$ cat config.mk
export PLATFORM = sky130hd
export DESIGN_NAME = sync_fifo_param
export DESIGN_NICKNAME = d
export VERILOG_FILES = /design/src/rtl/sync_fifo_param.sv
export SDC_FILE = /design/constraint.sdc
export NUM_CORES = 2
export LEC_CHECK = 0
export BUFFER_PORTS_ARGS = -buffer_cell sky130_fd_sc_hd__buf_4
export CORE_MARGIN = 8
export CORE_UTILIZATION = 35
export CTS_CLUSTER_DIAMETER = 80
export CTS_CLUSTER_SIZE = 25
export DETAILED_ROUTE_END_ITERATION = 7
export PLACE_DENSITY_LB_ADDON = 0.1
export SYNTH_ARGS = -nofsm -noshare
export SYNTH_HDL_FRONTEND = slang
export SYNTH_SLANG_ARGS = --single-unit
export TNS_END_PERCENT = 50
$ cat constraint.sdc
create_clock -name iClk -period 31.4 [get_ports iClk]
set_input_delay 6.28 -clock iClk [delete_from_list [all_inputs] [get_ports iClk]]
set_output_delay 6.28 -clock iClk [all_outputs]
set_load 0.05 [all_outputs]
$ cat src/rtl/sync_fifo_param.sv
// rtl/sync_fifo_param.sv - parametrised single-clock FIFO with thresholds, sticky errors, flush and show-ahead/registered read
module sync_fifo_param #(
   parameter int DW        = 242,
   parameter int DEPTH     = 8,
   parameter int AW        = $clog2(DEPTH),
   parameter int AFULL_TH  = DEPTH - 2,
   parameter int AEMPTY_TH = 1,
   parameter bit FWFT      = 1'b1
) (
   input  logic          iClk,
   input  logic          iRstn,
   input  logic          iFlush,
   input  logic          iWe,
   input  logic [DW-1:0] iWData,
   input  logic          iRe,
   output logic [DW-1:0] oRData,
   output logic          oRValid,
   output logic          oFull,
   output logic          oEmpty,
   output logic          oAFull,
   output logic          oAEmpty,
   output logic [AW:0]   oCount,
   input  logic          iClrErr,
   output logic          oOvf,
   output logic          oUdf
);

   localparam logic [AW:0] DEPTH_C  = (AW + 1)'(DEPTH);
   localparam logic [AW:0] AFULL_C  = (AW + 1)'(AFULL_TH);
   localparam logic [AW:0] AEMPTY_C = (AW + 1)'(AEMPTY_TH);

   logic [DW-1:0] mem [DEPTH];
   logic [AW-1:0] wPtr;
   logic [AW-1:0] rPtr;
   logic [AW:0]   count;
   logic          wAcc;
   logic          rAcc;

   assign oCount  = count;
   assign oFull   = (count == DEPTH_C);
   assign oEmpty  = (count == '0);
   assign oAFull  = (count >= AFULL_C);
   assign oAEmpty = (count <= AEMPTY_C);

   assign wAcc = iWe & ~oFull & ~iFlush;
   assign rAcc = iRe & ~oEmpty & ~iFlush;

   // Pointers wrap naturally because DEPTH is a power of two; count tells full from empty.
   always_ff @(posedge iClk or negedge iRstn) begin
      if (!iRstn) begin
         wPtr  <= '0;
         rPtr  <= '0;
         count <= '0;
      end else if (iFlush) begin
         wPtr  <= '0;
         rPtr  <= '0;
         count <= '0;
      end else begin
         if (wAcc) wPtr <= wPtr + 1'b1;
         if (rAcc) rPtr <= rPtr + 1'b1;
         case ({wAcc, rAcc})
            2'b10:   count <= count + 1'b1;
            2'b01:   count <= count - 1'b1;
            default: count <= count;
         endcase
      end
   end

   // Set beats clear when both land on the same edge.
   always_ff @(posedge iClk or negedge iRstn) begin
      if (!iRstn) begin
         oOvf <= 1'b0;
         oUdf <= 1'b0;
      end else begin
         oOvf <= (iWe & oFull & ~iFlush) | (oOvf & ~iClrErr);
         oUdf <= (iRe & oEmpty & ~iFlush) | (oUdf & ~iClrErr);
      end
   end

   always_ff @(posedge iClk) begin
      if (wAcc) mem[wPtr] <= iWData;
   end

   generate
      if (FWFT) begin : g_showAhead
         assign oRData  = mem[rPtr];
         assign oRValid = ~oEmpty;
      end else begin : g_registered
         always_ff @(posedge iClk or negedge iRstn) begin
            if (!iRstn) begin
               oRData  <= '0;
               oRValid <= 1'b0;
            end else begin
               oRValid <= rAcc;
               if (rAcc) oRData <= mem[rPtr];
            end
         end
      end
   endgenerate

endmodule

==> reports/qor.yml <==
synth_cells: 2886
worst_slew_pin_slew_ps: 1130
root_buffer: "clkbuf_16"
clk_latency_ps: 770
first_global_vias: 34465
track_usage_pct: 15.2
initial_core_util_pct: 35.1
drt_wl_total_mm: 174
hold_violations: 0
fin_cells: 6341
power.switching_mw: 2.00
clkPwrFrac_pct: 25.7
viasPerCell: 4.97
finalSetupViolCount: 0
wl_per_cell_um: 27.5
die_h_um: 474
synth.ff_latch_count: 1948
powerDensity_nw_per_um2: 76.2
netSwitchingFraction_pct: 31.2
drt_iter0_markers: 2228
cap_violations: 0
ant_nets: 0
fin_area_um2: 84300
rsz0062_at_grt: "false"
avgSynthCellArea_um2: 25.4
totalPowerFinal_mw: 6.42
cts_setup_buffers: 0
post-route-period-util_pct: 40.0
p_int_mw: 4.42
die_area_um2: 225000
hold_depth: 2
num-nets-final: 3677
timing.slew.headroom_pct: 24.7
p_seq_share_pct: 46.1
setup-tns-final_ps: 0
p_comb_share_pct: 28.2
cts_sinks: 1948
maxSlewViolCount: 0
via_count: 31543
cts_tree: "yes"
ir_drop_mv: 0.0773
layout_common_cells: "edfxtp_1 (1936), buf_4 (554), mux4_2 (484)"
num_io_pins: 501
worstPathMaxFanout: 99
hold_path.class: "flop to flop"
worstPathRequired_ps: 25120
cp_cell_sequence: "buf_12 -> buf_4 -> buf_4 -> buf_4 -> mux4_2 -> mux2_2 -> buf_4"
yosysSeqAreaShare_pct: 79.6
drc_errors: 0
num_rows: 168
htreeDepth: 3
drive_gt1_share_pct: 42.6
place_hpwl_mm: 98.5
numCtsBuffers: 111
critical_path_class: "flop to output port"
synth_area_um2: 73400
cp-end-kind: "output port"
ff2ff_path_depth: 9
yosys.cell_types.count: 31
min_from: "oOvf"
skew_ps: 35.1
critPathLaunchType: "flop"
final_common_cell: "edfxtp_1"
dp.cells: 6114
grt_pass1_wl_mm: 249
grt_overflow_total: 0
cts_resized: 0
hold_buffers: 0
yosys_warnings: 0
critPathLaunch: "rPtr[0]"
cp.arrival_ps: 6270
clkSlewWorstSetupHoldPaths_ps: 90
core-area_um2: 209000
fmax_mhz: 79.7
leakagePower_nw: 25.9
area_delta_synth_final_pct: 14.8
synth_fp_nets: 3141
r2r-start: "oCount[1]"
grt_max_degree: 114
post-route-min-period_ps: 12550
clock_path_buffers: 3
status: "finished, final reports clean"
gp_congestion: 0.712
fp.dieW_um: 474
cp_common_cell: "buf_4"
max_stage_delay_ps: 980
cp_slowest_cell: "dfrtp_4"
dr.pass1.iters: 5
place_area_um2: 80400
reg2reg_slack_ps: 26110
antenna_found_initial: 52
io_buffers: 500
[layout make-up]
class                      instances  area (um^2)
fill                           18229       125000
sequential                      1948        58400
multi-input combinational        793        14100
timing repair buffer             560         4280
tap                             2805         3510
clock buffer                     119         2870
clock inverter                    83          967
antenna                           25         62.6
inverter                           8         30.0
[worst max-delay path: cells and delay by family (launching register included)]
family / cells / cell delay [ps]
buffers and inverters: 5 / 3410
flip-flops: 1 / 980
multiplexers: 2 / 920
[power by group through the flow]
stage / clock network (mW) / logic (mW) / registers, mW
after CTS: 1.71 / 1.86 / 2.96
after global routing: 1.79 / 1.92 / 2.97
after global placement: 0 / 1.84 / 3.02
after detailed placement: 0 / 1.86 / 3.02
after floorplan: 0 / 1.39 / 3.03
final: 1.65 / 1.81 / 2.96
[cells in the mapped netlist]
cell type	n	area [um^2]
o21ai_0	1	5.00
nand3_1	3	15.0
buf_2	11	55.1
nor2b_1	1	6.26
xnor3_1	1	22.5
mux2_2	243	2740
or3_1	1	6.26
inv_1	8	30.0
ha_1	7	87.6
a311oi_1	1	8.76
nor2_1	15	56.3
dfrtp_1	12	300
a31oi_1	1	6.26
buf_6	50	563
or3b_1	1	8.76
buf_1	40	150
o21bai_1	1	7.51
nand3b_1	2	15.0
nor3_1	5	25.0
a21oi_1	3	15.0
edfxtp_1	1936	58100
nand2_1	9	33.8
clkbuf_1	36	135
mux4_2	484	10900
or4b_2	1	10.0
xor2_1	3	26.3
a211oi_1	3	22.5
o32ai_1	2	17.5
nand2b_1	3	18.8
xnor2_1	1	8.76
nand4b_1	1	8.76
[per-stage QoR]
stage / hold WS (ps) / setup slack, ps / util, %
final: 548 / 18850 / 40.3
after global routing: 579 / 18110 / 40.3
after CTS: 551 / 18330 / 40.3
after detailed placement: 537 / 19200 / 38.4
after global placement: 528 / 19330 / 38.4
after floorplan: 551 / 7150 / -
[worst paths after layout]
| path | to |
|---|---|
| setup / recovery | oRData[160] |
| hold / removal | oOvf |
| setup reg to reg | mem[4][138] |
| hold reg to reg | oOvf |
| max in group asynchronous | rPtr[0] |
| min in group asynchronous | oCount[3] |
[state kept, by name, summed over array words and instances, names as in the netlist]
signal / cells
oUdf: 1
oOvf: 1
mem: 1936
wPtr: 3
rPtr: 3
oCount: 4
[metal layers]
metal,vias to the layer above,wire length [um],GRT usage (%)
li1,13489,-,-
met2,635,86300,25.8
met5,-,214,0
met1,17186,73800,19.7
met4,34,3340,3.71
met3,199,10500,3.88
[cells by family after synthesis]
| logic type | count (synthesis) | synth area share [%] |
|---|---|---|
| adder cells (fa/ha/maj) | 7 | 0.119 |
| buffers and inverters | 145 | 1.27 |
| AO/OA/AOI/OAI | 12 | 0.112 |
| AND/OR/NAND/NOR | 42 | 0.278 |
| multiplexers | 727 | 18.6 |
| flip-flops | 1948 | 79.6 |
| XOR/XNOR | 5 | 0.0784 |
Note: power is estimated with default switching activity, not from simulation.
